[src/rtl/io_slave_router_pkg.sv]
// Shared slot codes, default error word and timeout, and read FSM states for the I/O slave router.
// No logic of its own; consumed by the router and its sub-blocks.
// No flow control; constants and types only.
package io_slave_router_pkg;

    // Slot codes of the downstream processing blocks and the local status register
    localparam logic [3:0]  SLOT_ST     = 4'h2;   // stub tagging
    localparam logic [3:0]  SLOT_TS     = 4'h4;   // tracklet search
    localparam logic [3:0]  SLOT_TP     = 4'h5;   // track params
    localparam logic [3:0]  SLOT_STATUS = 4'hF;   // router status / counters

    localparam logic [31:0] ERR_WORD_DEF = 32'hDEAD_BEEF;
    localparam int          TIMEOUT_DEF  = 256;

    typedef enum logic [1:0] {
        ST_IDLE = 2'd0,
        ST_WAIT = 2'd1,
        ST_HOLD = 2'd2
    } rd_state_t;

    // Status register layout: last error slot, reserved nibble, unmapped count, timeout count
    function automatic logic [31:0] status_word(input logic [3:0]  err_slot,
                                                input logic [7:0]  um,
                                                input logic [15:0] to);
        return {err_slot, 4'h0, um, to};
    endfunction

endpackage

[src/rtl/io_sat_counter.sv]
// Saturating event counter with synchronous clear (clear wins over increment).
// Count visible one cycle after inc/clr.
// No backpressure; increments beyond all-ones are dropped.
module io_sat_counter #(
    parameter int W = 16
) (
    input  logic         io_clk,
    input  logic         reset,
    input  logic         inc,
    input  logic         clr,
    output logic [W-1:0] cnt
);

    // Count up on inc, stick at all-ones, zero on clr
    always_ff @(posedge io_clk or posedge reset) begin
        if (reset) begin
            cnt <= '0;
        end else if (clr) begin
            cnt <= '0;
        end else if (inc && (cnt != '1)) begin
            cnt <= cnt + 1'b1;
        end
    end

endmodule

[src/rtl/io_slave_router.sv]
// Decodes the programming bus onto N slaves by slot code and owns the read transaction (ack wait, timeout, error word).
// Read data one cycle after slave ack; status/unmapped reads one cycle after start; timeout after TIMEOUT_CYCLES in WAIT.
// No backpressure; a stalled slave is cut off by the timeout and one ack is returned per io_sync assertion.
module io_slave_router
    import io_slave_router_pkg::*;
#(
    parameter int                    N_SLAVES       = 3,
    parameter logic [N_SLAVES*4-1:0] SLOT_CODES     = {SLOT_TP, SLOT_TS, SLOT_ST},
    parameter logic [3:0]            STATUS_CODE    = SLOT_STATUS,
    parameter int                    TIMEOUT_CYCLES = TIMEOUT_DEF,
    parameter logic [31:0]           ERR_WORD       = ERR_WORD_DEF,
    parameter int                    CNT_W          = 16
) (
    input  logic                    io_clk,
    input  logic                    reset,
    input  logic                    io_sel,
    input  logic                    io_sync,
    input  logic [19:0]             io_addr,
    input  logic                    io_rd_en,
    input  logic                    io_wr_en,
    input  logic [31:0]             io_wr_data,
    output logic [31:0]             io_rd_data,
    output logic                    io_rd_ack,
    output logic [N_SLAVES-1:0]     slv_sel,
    output logic [15:0]             slv_addr,
    input  logic [32*N_SLAVES-1:0]  slv_rd_data,
    input  logic [N_SLAVES-1:0]     slv_rd_ack,
    output logic                    busy
);

    localparam int            IW         = (N_SLAVES > 1) ? $clog2(N_SLAVES) : 1;
    localparam int            TW         = $clog2(TIMEOUT_CYCLES);
    localparam logic [TW-1:0] TIMER_LAST = TW'(TIMEOUT_CYCLES - 1);

    rd_state_t         state, state_nxt;
    logic [TW-1:0]     timer, timer_nxt;
    logic [IW-1:0]     idx, idx_nxt, hit_idx;
    logic              hit, is_status, start, sync_q, clr_req;
    logic              ack_nxt;
    logic [31:0]       data_nxt;
    logic              to_inc, um_inc, err_ld;
    logic [3:0]        slot, err_nxt, last_err_slot;
    logic [CNT_W-1:0]  to_cnt, um_cnt;
    logic              unused_wr_data;

    assign slot      = io_addr[19:16];
    assign slv_addr  = io_addr[15:0];
    assign is_status = (slot == STATUS_CODE);
    assign start     = io_sel & io_sync & io_rd_en;
    // Counter clear is a pure write (read wins when both enables are high), taken once on the io_sync rising edge
    assign clr_req   = io_sel & io_sync & ~sync_q & io_wr_en & ~io_rd_en & is_status & io_wr_data[0];
    assign busy      = (state == ST_WAIT);
    // Only bit 0 of the write data means anything to the router itself
    assign unused_wr_data = ^io_wr_data[31:1];

    // Slot-code decode to one-hot slave select and the matching slave index
    always_comb begin
        slv_sel = '0;
        hit     = 1'b0;
        hit_idx = '0;
        for (int i = 0; i < N_SLAVES; i++) begin
            if (slot == SLOT_CODES[4*i +: 4]) begin
                slv_sel[i] = io_sel;
                hit        = 1'b1;
                hit_idx    = IW'(i);
            end
        end
    end

    // Read FSM next state and the read-data / counter update requests
    always_comb begin
        state_nxt = state;
        timer_nxt = timer;
        idx_nxt   = idx;
        ack_nxt   = 1'b0;
        data_nxt  = io_rd_data;
        to_inc    = 1'b0;
        um_inc    = 1'b0;
        err_ld    = 1'b0;
        err_nxt   = last_err_slot;
        case (state)
            ST_IDLE: begin
                if (start) begin
                    if (is_status) begin
                        ack_nxt   = 1'b1;
                        data_nxt  = status_word(last_err_slot, 8'(um_cnt), 16'(to_cnt));
                        state_nxt = ST_HOLD;
                    end else if (hit) begin
                        idx_nxt   = hit_idx;
                        timer_nxt = '0;
                        state_nxt = ST_WAIT;
                    end else begin
                        ack_nxt   = 1'b1;
                        data_nxt  = ERR_WORD;
                        um_inc    = 1'b1;
                        err_ld    = 1'b1;
                        err_nxt   = slot;
                        state_nxt = ST_HOLD;
                    end
                end
            end
            ST_WAIT: begin
                // Abort beats ack, ack beats timeout
                if (!io_sync) begin
                    state_nxt = ST_IDLE;
                end else if (slv_rd_ack[idx]) begin
                    ack_nxt   = 1'b1;
                    data_nxt  = slv_rd_data[32*idx +: 32];
                    state_nxt = ST_HOLD;
                end else if (timer == TIMER_LAST) begin
                    ack_nxt   = 1'b1;
                    data_nxt  = ERR_WORD;
                    to_inc    = 1'b1;
                    err_ld    = 1'b1;
                    err_nxt   = SLOT_CODES[4*idx +: 4];
                    state_nxt = ST_HOLD;
                end else begin
                    timer_nxt = timer + 1'b1;
                end
            end
            ST_HOLD: begin
                if (!io_sync) begin
                    state_nxt = ST_IDLE;
                end
            end
            default: state_nxt = ST_IDLE;
        endcase
    end

    // FSM state, wait timer, latched slave index and registered read response
    always_ff @(posedge io_clk or posedge reset) begin
        if (reset) begin
            state      <= ST_IDLE;
            timer      <= '0;
            idx        <= '0;
            io_rd_ack  <= 1'b0;
            io_rd_data <= '0;
        end else begin
            state     <= state_nxt;
            timer     <= timer_nxt;
            idx       <= idx_nxt;
            io_rd_ack <= ack_nxt;
            if (ack_nxt) begin
                io_rd_data <= data_nxt;
            end
        end
    end

    // Previous io_sync for rising-edge detection of the counter clear
    always_ff @(posedge io_clk or posedge reset) begin
        if (reset) begin
            sync_q <= 1'b0;
        end else begin
            sync_q <= io_sync;
        end
    end

    // Slot code of the most recent timeout or unmapped access
    always_ff @(posedge io_clk or posedge reset) begin
        if (reset) begin
            last_err_slot <= '0;
        end else if (clr_req) begin
            last_err_slot <= '0;
        end else if (err_ld) begin
            last_err_slot <= err_nxt;
        end
    end

    io_sat_counter #(.W(CNT_W)) u_to_cnt (
        .io_clk (io_clk),
        .reset  (reset),
        .inc    (to_inc),
        .clr    (clr_req),
        .cnt    (to_cnt)
    );

    io_sat_counter #(.W(CNT_W)) u_um_cnt (
        .io_clk (io_clk),
        .reset  (reset),
        .inc    (um_inc),
        .clr    (clr_req),
        .cnt    (um_cnt)
    );

endmodule

[config.mk]
export PLATFORM = sky130hd
export DESIGN_NAME = io_slave_router
export DESIGN_NICKNAME = d
export VERILOG_FILES = /design/src/rtl/io_slave_router_pkg.sv /design/src/rtl/io_sat_counter.sv /design/src/rtl/io_slave_router.sv
export SDC_FILE = /design/constraint.sdc
export NUM_CORES = 1
export LEC_CHECK = 0
export BUFFER_PORTS_ARGS = -buffer_cell sky130_fd_sc_hd__buf_4
export CAP_MARGIN = 0
export CORE_ASPECT_RATIO = 2
export CORE_MARGIN = 2
export CORE_UTILIZATION = 50
export DETAILED_ROUTE_END_ITERATION = 8
export PLACE_DENSITY_LB_ADDON = 0.12
export SLEW_MARGIN = 20
export SYNTH_ARGS = -nofsm -noshare
export SYNTH_HDL_FRONTEND = slang
export SYNTH_HIERARCHICAL = 1
export SYNTH_SLANG_ARGS = --single-unit
[constraint.sdc]
create_clock -name io_clk -period 2.9 [get_ports io_clk]
set_input_delay 0.58 -clock io_clk [delete_from_list [all_inputs] [get_ports io_clk]]
set_output_delay 0.58 -clock io_clk [all_outputs]
set_load 0.01 [all_outputs]
* Yosys cells after proc, flatten, opt, wreduce, memory -nomap -nowiden
Index checks and enable logic that the tools add are counted.
** Word-level totals
- Register bits :: 82
- Input bits :: 157
** Operators by class
- Add/subtract/negate cells :: 3
- $lt $le $gt $ge :: 1
- Eq/ne operators :: 25
- Shifts and indexed selects :: 2
- Multiplexer cells :: 59
- Bitwise operators :: 10
- Reductions and logical operators :: 13
** Operators with widths (count)
- $mux W32 :: 6
- $shiftx A96 B8 Y32 :: 1
- $mux W16 :: 4
- $pmux W32 S2 :: 1
- $mux W8 :: 6
- $add A16 B1 Y16 const B :: 2
- $mux W4 :: 8
- $ne A16 B16 Y1 const B :: 2
- $mux W1 :: 20
- $mux W2 :: 8
- $pmux W8 S2 :: 1
- $ne A3 B3 Y1 const B :: 5
- $ne A2 B2 Y1 const B :: 7
- $shiftx A12 B5 Y4 const A :: 1
- $add A8 B1 Y8 const B :: 1
- $eq A4 B3 Y1 const B :: 2
- $eq A8 B8 Y1 const B :: 1
- $pmux W4 S2 :: 1
- $reduce_and A8 Y1 :: 1
- $reduce_bool A2 Y1 :: 4
- $and A1 B1 Y1 :: 7
- $reduce_and A7 Y1 :: 1
- $ne A3 B1 Y1 const B :: 2
- $pmux W2 S3 :: 1
- other kinds (16) :: 20

* Logic depth before layout (Yosys ltp)
- Depth in word-level cells :: 11
- Depth in mapped cells :: 9
- Gate-level depth less buffers :: 8

* By module
Netlist, hierarchy kept.
** By module, submodules not included
- io_slave_router :: instances 1, cells an instance 351, area each 3442.1 um^2, sequential area each 1251.2 um^2
- io_sat_counter :: instances 2, cells an instance 101, area each 932.1 um^2, sequential area each 400.4 um^2

* Least setup slack after synthesis
Ideal clock, no wire load.
- Path kind :: in2reg
- Start point :: input io_addr[18]
- End point :: register u_um_cnt.cnt[13]
- Data arrival time :: 2680 ps
- Required time :: 2822 ps
- Slack :: 142 ps
- Stages on the path :: 8
- Path buffers :: 1
- Cells stage by stage :: nor2b_1 -> a2111oi_2 -> and2_1 -> clkbuf_2 -> nand3_1 -> or4_4 -> or4_1 -> a21oi_1
** Between the ends
- Cells in the longest elaborated chain, start to end :: 10
- Elaborated cells between the ends (all ways) :: 16
- Classes of those cells :: eq/ne: 4; mux: 8; bitwise: 2; reduce/logical: 2
** RTL lines
- start: declaration :: line io_slave_router.sv:18 : input logic [19:0] io_addr,
- $eq A4 B2 Y1 :: line io_slave_router.sv:62 : if (slot == SLOT_CODES[4*i +: 4]) begin
- $mux W1 (3 in series) :: line io_slave_router.sv:62
- $mux W1 :: line io_slave_router.sv:88 : end else if (hit) begin
- $mux W1 (*) :: line io_slave_router.sv:84 : if (is_status) begin
- $mux W1 (*) :: line io_slave_router.sv:83 : if (start) begin
- $mux W1 (*) :: line io_slave_router.sv:81 : case (state)
- net um_inc :: line io_slave_router.sv:41 : logic to_inc, um_inc, err_ld;
- $logic_and A1 B1 Y1 (*) :: line io_sat_counter.sv:20 : end else if (inc && (cnt != '1)) begin
- $reduce_bool A2 Y1 (no source line) (*)
- end signal: assignment :: line io_sat_counter.sv:21 : cnt <= cnt + 1'b1;
- end: declaration :: line io_sat_counter.sv:11 : output logic [W-1:0] cnt
Mark *: on every way through the listed nets, which the timed path passes. The rest lies on a longest branch.
A chain may end at the register's enable or synchronous reset.

* Final worst setup path
- Start point :: register state[1]
- End point :: register u_to_cnt.cnt[13]
** Between the ends
- Cells in the longest elaborated chain, start to end :: 4
** RTL lines
- start: declaration :: line io_slave_router.sv:35 : rd_state_t state, state_nxt;
- start signal: assignment :: line io_slave_router.sv:139 : state <= state_nxt;
- $eq A2 B1 Y1 :: line io_slave_router.sv:81
- $mux W1 :: line io_slave_router.sv:81
- net to_inc :: line io_slave_router.sv:41
- $logic_and A1 B1 Y1 :: line io_sat_counter.sv:20
- $reduce_bool A2 Y1 (no source line)
- end signal: assignment :: line io_sat_counter.sv:21
- end: declaration :: line io_sat_counter.sv:11
The timed path passes the listed nets, and every way through them passes these cells.

==> results by group <==
Logic synthesis
  • Post-synthesis sequential area ratio: 0.387
  • Main combinational cell family by area after synthesis: compound AO/OA/AOI/OAI gates
  • Synth Area in XOR/XNOR: 0
  • Compound-cell area share of the yosys netlist: 0.181
  • Top cells by area, synth: dfrtp_1, mux2i_1, o2bb2ai_1, a21oi_1, inv_1
  • Mapped Avg Cell Area: 9.60 um^2
  • Yosys reg bits: 82
  • Distinct cell type count after synthesis: 58
  • Synth Warn #: 6
  • Synth cell count leaders: dfrtp_1, mux2i_1, inv_1
  • Most common cell in the netlist: dfrtp_1
  • Top-area cell type share of the netlist area: 0.387
  • Post-synth EDFFs: 0
  • Syn Std Cell Area: 0.00531 mm^2
  • Simple logic cell fraction of the synthesized area: 0.179
  • Synth Net Count: 715
  • Post-Synth Adder-Cell Area: 0.0118
  • Area leader, netlist: dfrtp_1
  • Primary FF master, synth: dfrtp_1
  • Syn Inst Count: 553
  • FFs w/ async S/R, synth: 1.00
  • Mux share of post-synthesis cell area: 0.160

Clock tree
  • H-tree depth: 3
  • Hold-fix buffers, CTS: 0
  • Setup bufs post-CTS: 0
  • # clock sinks: 82
  • CTS buffer count: 9
  • Reg clk slew, reported paths: 0.06 ns
  • # resized after CTS: 0
  • Clk_lat worst skew: 0.34 ns
  • Root buf cell: clkbuf_16
  • Clk buf depth: 2
  • CTS tree: built

STA
  • Max-slew violations: 0
  • RSZ-0062 raised after global routing: no
  • Maximum clock frequency: 379 MHz
  • Clk_skew: 0.00651 ns
  • Final period utilization: 0.911
  • Least-Margin Pin Slew: 0.742 ns
  • Setup tns final: 0 ns
  • Fin crit period: 2.64 ns
  • Hold Slack: 0.365 ns
  • Fin. Hold Viols: 0
  • Final worst slack: 0.258 ns
  • Max_slew headroom: 0.505
  • Final setup violation count: 0

Cells and area
  • Ant diodes: 0
  • Final Util: 0.654
  • Fillers: 895
  • Area grow syn2layout: 28.4%
  • FF+latch area: 0.00205 mm^2
  • Nets: 850
  • Layout cells sized above 1: 0.312
  • Area occupied by multi-input gates: 0.00283 mm^2

Worst setup path
  • Worst Path Max Fanout: 6
  • Reg2Reg Setup Slack: 0.26 ns
  • Startpoint Class: flop
  • CP required: 3.16 ns
  • Critical Path Sink Type: flop
  • Data arrival, critical path: 2.90 ns
  • Reg2reg end: u_to_cnt/cnt[13]
  • Worst reg2reg path startpoint: state[1]
  • Worst setup path endpoint: u_to_cnt/cnt[13]
  • Worst setup path startpoint: state[1]
  • WS Path Type: flop to flop
  • R2r worst-path depth: 8

Floorplanning
  • Core ar.: 0.0104 mm^2
  • # rows: 53
  • Starting density of the core: 0.510
  • Die Ht: 150 um
  • DIE WIDTH: 76.8 um
  • Boundary pin count: 210
  • Die Footprint: 0.0115 mm^2

GRT
  • Vias in the first global route: 5020
  • Tot GR Track Use: 0.275
  • Global-route wire length before repair: 25100 um
  • Pin count of the biggest net entering global routing: 39
  • Initial antenna violation count: 0
  • GR Overflow Total: 0

Power and ir drop
  • Clock power frac: 0.387
  • Seq pwr share: 0.443
  • Sw Ratio: 0.259
  • Largest vdd supply drop: 311 uV
  • Int Pwr: 2.22 mW
  • Power Density: 440 mW/mm^2
  • Comb power frac: 0.170
  • Lkg Pwr: 2.99 nW
  • Psw: 0.777 mW

Placement
  • HPWL after DPL: 11500 um
  • Port bufs: 146
  • Setup slack after placement: 0.134 ns
  • Gp weighted congestion: 0.898

Drt
  • DR iter-0 viols: 303
  • DR pass1 iterations: 6
  • DRT Wirelength: 15400 um
  • Drt via density: 6.01
  • Post-DR wirelength/cell: 18.6 um
  • DR DRC count: 0
  • Via count: 4986
  • Antenna-violating nets left: 0

Worst hold path
  • Hold Crit Class: input port to asynchronous set/reset pin

Status
  • Outcome: finished clean

Run
  • Max_cap viols: 0
## power by group through the flow
stage          registers, mW  clock network [mW]  logic (mW)
6_report                1.33                1.16       0.510
3_5_place_dp            1.35                   0       0.515
5_1_grt                 1.34                1.22       0.569
2_1_floorplan           1.33                   0       0.273
4_1_cts                 1.33                1.17       0.515
3_3_place_gp            1.34                   0       0.498
## kinds of logic (layout without fill, tap and decap cells)
| kind of cell | Yosys count | in the layout |
|---|---|---|
| simple gates | 161 | 161 |
| compound gates | 137 | 137 |
| buf+inv | 87 | 227 |
| flops | 82 | 82 |
| mux | 81 | 81 |
| fa+ha+maj | 5 | 5 |
## sequential cells by signal, summed over array words and instances, names as in the netlist
name,cells
io_rd_ack,1
sync_q,1
io_rd_data,32
u_to_cnt/cnt,16
idx,2
u_um_cnt/cnt,16
timer,8
last_err_slot,4
state,2
## worst min-delay path by stage
stage / start / to / slack, ns / cells past startpoint
CTS: reset / u_to_cnt/cnt[9] / 0.38 / 2
global placement: timer[6] / timer[6] / 0.48 / 1
detailed placement: timer[6] / timer[6] / 0.48 / 1
floorplan: timer[6] / timer[6] / 0.45 / 1
finish: reset / u_to_cnt/cnt[8] / 0.36 / 2
global route: reset / u_um_cnt/cnt[11] / 0.42 / 2
## metrics by stage
| stage | instances | power [mW] | area [um^2] |
|---|---|---|---|
| global route | 830 | 3.13 | 6810 |
| CTS | 830 | 3.02 | 6810 |
| global placement | 814 | 1.84 | 6510 |
| finish | 830 | 3.00 | 6810 |
| floorplan | 553 | 1.61 | 5310 |
| detailed placement | 814 | 1.86 | 6510 |
## per-layer routing
metal / GRT usage / vias to the layer above / wire length [um]
li1: - / 2357 / -
met2: 0.533 / 171 / 8860
met4: 0.114 / 0 / 487
met1: 0.292 / 2425 / 5350
met3: 0.0386 / 33 / 736
met5: 0 / - / 0
## worst max-delay path, cell delays in order (launching register included)
cell and delay [ns]:
dfrtp_1 0.40, buf_4 0.16, nand3b_1 0.19, nor3_1 0.37
nor2b_1 0.24, nand3_1 0.16, or4_4 0.47, or4_1 0.41
a21oi_1 0.15
## area by class of cell
| class | count | area share |
|---|---|---|
| inverter | 41 | 0.0226 |
| clock buffer | 14 | 0.0388 |
| sequential | 82 | 0.301 |
| timing repair buffer | 170 | 0.191 |
| multi-input combinational | 384 | 0.416 |
| clock inverter | 2 | 0.00514 |
| tap | 137 | 0.0252 |
## cell usage in the layout (no fill, tap or decap), types with 3 or more instances in the layout
master	Yosys	layout
a21oi_1	30	30
a22o_1	8	8
buf_4	19	168
clkbuf_1	11	3
clkbuf_16	0	9
dfrtp_1	82	81
ha_1	5	5
inv_1	39	38
mux2_2	12	12
mux2_4	5	5
mux2i_1	64	64
nand2_1	31	31
nand2b_1	8	8
nand3_1	18	18
nand4_1	10	10
nor2_1	15	15
nor2b_1	10	9
nor3_1	11	11
nor4_1	8	8
o21ai_0	14	14
o22ai_1	22	22
o2bb2ai_1	32	32
o31ai_1	12	12
o41ai_1	4	4
or3_1	14	14
or4_1	13	13
Power figures use the tool's default switching activity.
